==> config.mk <==
export PLATFORM = sky130hd
export DESIGN_NAME = reg_scoreboard
export DESIGN_NICKNAME = d
export VERILOG_FILES = /design/src/rtl/reg_scoreboard.sv
export SDC_FILE = /design/constraint.sdc
export NUM_CORES = 1
export LEC_CHECK = 0
export BUFFER_PORTS_ARGS = -buffer_cell sky130_fd_sc_hd__buf_2
export CORE_MARGIN = 2
export CORE_UTILIZATION = 43
export CTS_CLUSTER_DIAMETER = 60
export CTS_CLUSTER_SIZE = 24
export DETAILED_ROUTE_END_ITERATION = 6
export GPL_ROUTABILITY_DRIVEN = 0
export PLACE_DENSITY_LB_ADDON = 0.08
export SYNTH_ARGS = -nofsm -noshare
export SYNTH_HDL_FRONTEND = slang
export SYNTH_SLANG_ARGS = --single-unit
==> constraint.sdc <==
create_clock -name clk -period 7.46 [get_ports clk]
set_input_delay 0.373 -clock clk [delete_from_list [all_inputs] [get_ports clk]]
set_output_delay 0.373 -clock clk [all_outputs]
set_load 0.005 [all_outputs]
==> src/rtl/reg_scoreboard.sv <==
// ---------------------------------------------------------------------------
// reg_scoreboard
//   Tracks register writes that are in flight between decode (issue) and
//   writeback. Each architectural register r != 0 has a small pending-write
//   counter. Issue increments the counter and a retiring writeback
//   decrements it. The decode stage's source-operand queries are answered
//   from these counters to produce the pipeline stall.
//
// Ports
//   clk                  core clock
//   n_reset              asynchronous active-low reset
//   dec_op_src1_i/2_i    decode source operand specifiers
//   issue_valid_i        decode holds a valid instruction attempting issue
//   issue_we_i           issuing instruction writes a register
//   issue_dest_i         issuing instruction's destination
//   wb_valid_i           writeback retires a register write this cycle
//   wb_dest_i            retiring destination
//   net_reg_write_cmd_i  network owns the register file write port this cycle
//   pipeline_stall_o     hold decode (combinational)
//   issue_fire_o         issue accepted this cycle
//   busy_vec_o           bit r set while register r has pending writes
//   err_o                sticky underflow/overflow flag
//
// Optional feature (macro SCOREBOARD_STALL_STATS_EN)
//   stats_clr_i          synchronous clear of the stall counter
//   stall_cycles_o       saturating count of cycles with pipeline_stall_o high
// ---------------------------------------------------------------------------
module reg_scoreboard #(
  parameter int REG_WIDTH = 6,
  parameter int MAX_PEND  = 3,
  parameter int CNT_W     = 2
) (
  input  logic                    clk,
  input  logic                    n_reset,
  input  logic [REG_WIDTH-1:0]    dec_op_src1_i,
  input  logic [REG_WIDTH-1:0]    dec_op_src2_i,
  input  logic                    issue_valid_i,
  input  logic                    issue_we_i,
  input  logic [REG_WIDTH-1:0]    issue_dest_i,
  input  logic                    wb_valid_i,
  input  logic [REG_WIDTH-1:0]    wb_dest_i,
  input  logic                    net_reg_write_cmd_i,
  output logic                    pipeline_stall_o,
  output logic                    issue_fire_o,
  output logic [2**REG_WIDTH-1:0] busy_vec_o,
  output logic                    err_o
`ifdef SCOREBOARD_STALL_STATS_EN
  ,
  input  logic                    stats_clr_i,
  output logic [31:0]             stall_cycles_o
`endif
);

  localparam int NREG = 2**REG_WIDTH;
  localparam logic [CNT_W-1:0] MAX_CNT = CNT_W'(MAX_PEND);
  localparam logic [CNT_W-1:0] ONE_CNT = CNT_W'(1);

  logic [CNT_W-1:0] count_q [NREG];
  logic [CNT_W-1:0] count_d [NREG];
  logic             err_q, err_d;

  logic haz1, haz2, ovf_guard, wb_hits_dest, stall, fire;

  // A final writeback in the same cycle releases the operand: the register
  // file writes before it is read.
  assign haz1 = (dec_op_src1_i != '0) && (count_q[dec_op_src1_i] != '0) &&
                !(wb_valid_i && (wb_dest_i == dec_op_src1_i) &&
                  (count_q[dec_op_src1_i] == ONE_CNT));
  assign haz2 = (dec_op_src2_i != '0) && (count_q[dec_op_src2_i] != '0) &&
                !(wb_valid_i && (wb_dest_i == dec_op_src2_i) &&
                  (count_q[dec_op_src2_i] == ONE_CNT));

  // A full counter may still accept an issue when a writeback to the same
  // register frees a slot in this very cycle (count stays unchanged).
  assign wb_hits_dest = wb_valid_i && (wb_dest_i == issue_dest_i);
  assign ovf_guard    = issue_we_i && (issue_dest_i != '0) &&
                        (count_q[issue_dest_i] == MAX_CNT) && !wb_hits_dest;

  assign stall = issue_valid_i && (haz1 || haz2 || ovf_guard || net_reg_write_cmd_i);
  assign fire  = issue_valid_i && !stall;

  assign pipeline_stall_o = stall;
  assign issue_fire_o     = fire;
  assign err_o            = err_q;

  always_comb begin : next_state
    logic inc_l, dec_l;
    inc_l = 1'b0;
    dec_l = 1'b0;
    err_d = err_q;
    count_d[0] = '0;
    for (int r = 1; r < NREG; r++) begin
      count_d[r] = count_q[r];
      inc_l = fire && issue_we_i && (issue_dest_i == REG_WIDTH'(r));
      dec_l = wb_valid_i && (wb_dest_i == REG_WIDTH'(r)) && (count_q[r] != '0);
      // Writeback with nothing pending: counter stays at zero, flag it.
      if (wb_valid_i && (wb_dest_i == REG_WIDTH'(r)) && (count_q[r] == '0))
        err_d = 1'b1;
      if (inc_l && !dec_l) begin
        if (count_q[r] == MAX_CNT)
          err_d = 1'b1;
        else
          count_d[r] = count_q[r] + ONE_CNT;
      end else if (dec_l && !inc_l) begin
        count_d[r] = count_q[r] - ONE_CNT;
      end
    end
  end

  always_ff @(posedge clk or negedge n_reset) begin
    if (!n_reset) begin
      for (int r = 0; r < NREG; r++) count_q[r] <= '0;
      err_q <= 1'b0;
    end else begin
      for (int r = 0; r < NREG; r++) count_q[r] <= count_d[r];
      err_q <= err_d;
    end
  end

  for (genvar gi = 0; gi < NREG; gi++) begin : g_busy
    assign busy_vec_o[gi] = (count_q[gi] != '0);
  end

`ifdef SCOREBOARD_STALL_STATS_EN
  logic [31:0] stall_cycles_q, stall_cycles_d;

  always_comb begin
    stall_cycles_d = stall_cycles_q;
    if (stats_clr_i)
      stall_cycles_d = '0;
    else if (stall && (stall_cycles_q != 32'hFFFF_FFFF))
      stall_cycles_d = stall_cycles_q + 32'd1;
  end

  always_ff @(posedge clk or negedge n_reset) begin
    if (!n_reset) stall_cycles_q <= '0;
    else          stall_cycles_q <= stall_cycles_d;
  end

  assign stall_cycles_o = stall_cycles_q;
`endif

endmodule

==> results.md <==
- Status: finished with violations
- Violated checks: DRC, hold timing
- Async S/R FF share, synth: 100%
- Die X: 175 um
- Min Hold Slack: -12.6 ps
- Global-route wire length before repair: 87,900 um
- DRC errors left: 5
- WL per Instance: 31.0 um
- Worst-case clock buffer depth: 2
- DP HPWL: 44,800 um
- Distinct cells, synth: 65
- Cell Int Power: 1.36 mW
- Synth cell count leaders: 220 x nand2_1, 127 x dfrtp_1, 120 x nor2_1
- I/O Buffers: 95
- Top-count cell post-synth: nand2_1
- Clock root cell: clkbuf_16
- Wirelength, routed: 61,500 um
- P per Cell Area: 147 mW/mm^2
- Syn Area/Cell: 8.16 um^2
- Flops & latches, synth: 127
- Clock sink count: about 130
- MaxCap Viol Count: 0
- PostCTS Resize Cnt: 0
- Share of the synthesized area in the top cell type: 25.3%
- CTS H-Tree Depth: 4
- CTS tree: built
- Synth area leader: dfrtp_1
- Hold WC Path Type: input pin to asynchronous set/reset pin
- Critical path class: input pin to flip-flop
- CP Max Fanout: 26
- Setup Fix Bufs, Post-CTS: 0
- CP Capture Type: flip-flop
- Synth top area cells: dfrtp_1 25%, mux4_2 12%, nand2_1 6.6%
- Num CTS Buffers: 17
- Worst Skew: 19.0 ps
- Vias per Instance: 7.25
- Total track usage: between 30 and 40%
- Register area share after synthesis: 25.3%
- Final min period: 4910 ps
- Cts-stage hold buffer count: 0
- Final hold vios: 9
- Core area: 0.0287 mm^2
- WP data required: between 7000 and 8000 ps
- Worst-Skew Late Latency: 460 ps
- Combinational power share: 19.5%
- CTS clk-pin slew, worst paths: 60 ps
- Beginning of the critical path: dec_op_src1_i[0]
- Remaining Overflow, GRT: 0
- Io pins: 97
- Vias in the first global route: ~13,000
- Filler instances: 2,805
- Power Total: 2.05 mW
- Data arrival, critical path: approximately 5300 ps
- Main synth FF type: dfrtp_1
- Multi-input gate area: 0.00889 mm^2
- Initial antenna violation count: 5
- EDFF count, synth: 0
- Tcrit/Tclk final: 65.9%
- Final Setup Violations: 0
- Starting density of the core: between 40% and 50%
- Worst slew margin: 23.7%
- Flop pwr share: 36.9%
- Static Leak: 5.66 nW
- Detail Route Antenna Nets: 0
- Cell count after synthesis: 1,540
- Setup ws final: 2550 ps
- Layout cell share with drive strength beyond 1: 19.7%
- Setup TNS: 0 ps
- CP Launch Type: input pin
- Synth warnings: 0
- Core Rows: 62
- Psw: 0.684 mW
- Fin. max-slew vios: 0
- VDD IR max: 171 uV
- End-of-flow core utilization: 48.6%
- Slew @ Worst Pin: 1140 ps
- R2R depth: 10
- Post-Place Setup Slack: 2200 ps
- Pin count of the biggest net entering global routing: 80
- Worst r2r src: count_q[1]$_DFFE_PN0P_
- DIE AREA: 0.0306 mm^2
- Syn-to-layout area delta: 11.1%
- FMAX: 203 MHz
- DR vias: roughly 14,000
- Sw frac: roughly 33%
- RSZ-0062 raised after global routing: false
- Overall die height: 175 um
- First drt pass iteration count: 7
- Final nets: roughly 1,600
- Reg area: 0.00318 mm^2
- Clock power share: between 40% and 50%
- Synthesized area: 0.0126 mm^2
- Iteration-0 DRC Markers: 2,468
- Synthesized net count: 1,570
cell families (layout without fill, tap and decap cells):
| family | Yosys count | count (layout) | share of synthesized area [%] |
|---|---|---|---|
| compound gates | 435 | 435 | 23.3 |
| xor+xnor | 61 | 61 | 4.25 |
| buf+inv | 126 | 181 | 4.18 |
| flops | 127 | 127 | 25.3 |
| mux | 145 | 145 | 18.5 |
| other cells | 1 | 5 | 0.0299 |
| simple gates | 645 | 645 | 24.4 |
routing by layer:
| metal | up-vias | track usage [%] | wire [um] |
|---|---|---|---|
| li1 | 5931 | - | - |
| met1 | 6887 | 53.4 | 22900 |
| met2 | 1255 | 52.8 | 24100 |
| met3 | 292 | 14.1 | 9660 |
| met4 | 4 | 26.1 | 4770 |
| met5 | - | 0.962 | 28 |
state kept, by name, indices dropped and copies added (netlist names):
register and flops:
count_q 126, err_o 1
cell type report:
type	count	share of cell area (%)
diodes	4	0.0717
clock buffers	19	3.25
clock inverters	13	1.09
inverters	26	0.699
multi-input cells	1287	63.7
flip-flops and latches	127	22.8
well taps	384	3.44
repair buffers	123	4.98
worst max-delay path, cell delays in order:
cell and delay, ps:
buf_2 640, buf_4 440, mux4_2 540, a221oi_1 280, a21oi_1 80, nor3_1 250
nor3_1 150, or4_1 740, nor3_4 970, buf_4 340, a21boi_0 100, o32ai_1 300
final timing paths:
kind | endpoint | slack (ps)
setup / recovery | count_q[58]$_DFFE_PN0P_ | 2550
hold / removal | count_q[90]$_DFFE_PN0P_ | -10
setup reg to reg | count_q[58]$_DFFE_PN0P_ | 2940
hold reg to reg | count_q[6]$_DFFE_PN0P_ | 570
max in group asynchronous | count_q[53]$_DFFE_PN0P_ | 6190
min in group clk | count_q[6]$_DFFE_PN0P_ | 570
power by group through the flow:
stage               combinational [mW]  sequential (mW)  clock, mW
floorplan                        0.240            0.744          0
global placement                 0.380            0.764          0
detailed placement               0.382            0.764          0
CTS                              0.383            0.751      0.894
global route                     0.413            0.757      0.928
finish                           0.400            0.755      0.892
per-stage QoR:
step	hold WS, ps	cells	cell area [um^2]
3_3_place_gp	486	1947	13300
6_report	-12.6	1983	14000
5_1_grt	61.7	1980	13900
2_1_floorplan	77.4	1540	12600
3_5_place_dp	484	1947	13300
4_1_cts	18.5	1979	13900
layout by cell type, fill, tap and decap left out, types with 19 or more instances in the layout:
master / instances
xnor2_1: 48
buf_4: 29
nor2_1: 119
o32ai_1: 19
nand3_1: 92
inv_1: 25
nor3_1: 42
dfrtp_1: 127
and2_1: 24
or2_2: 64
o41ai_1: 51
buf_2: 93
o211ai_1: 47
a21oi_1: 81
o22ai_1: 61
nand2_1: 220
o21ai_0: 76
mux4_2: 68
mux2i_1: 62
(Power assumes the default switching activity.)
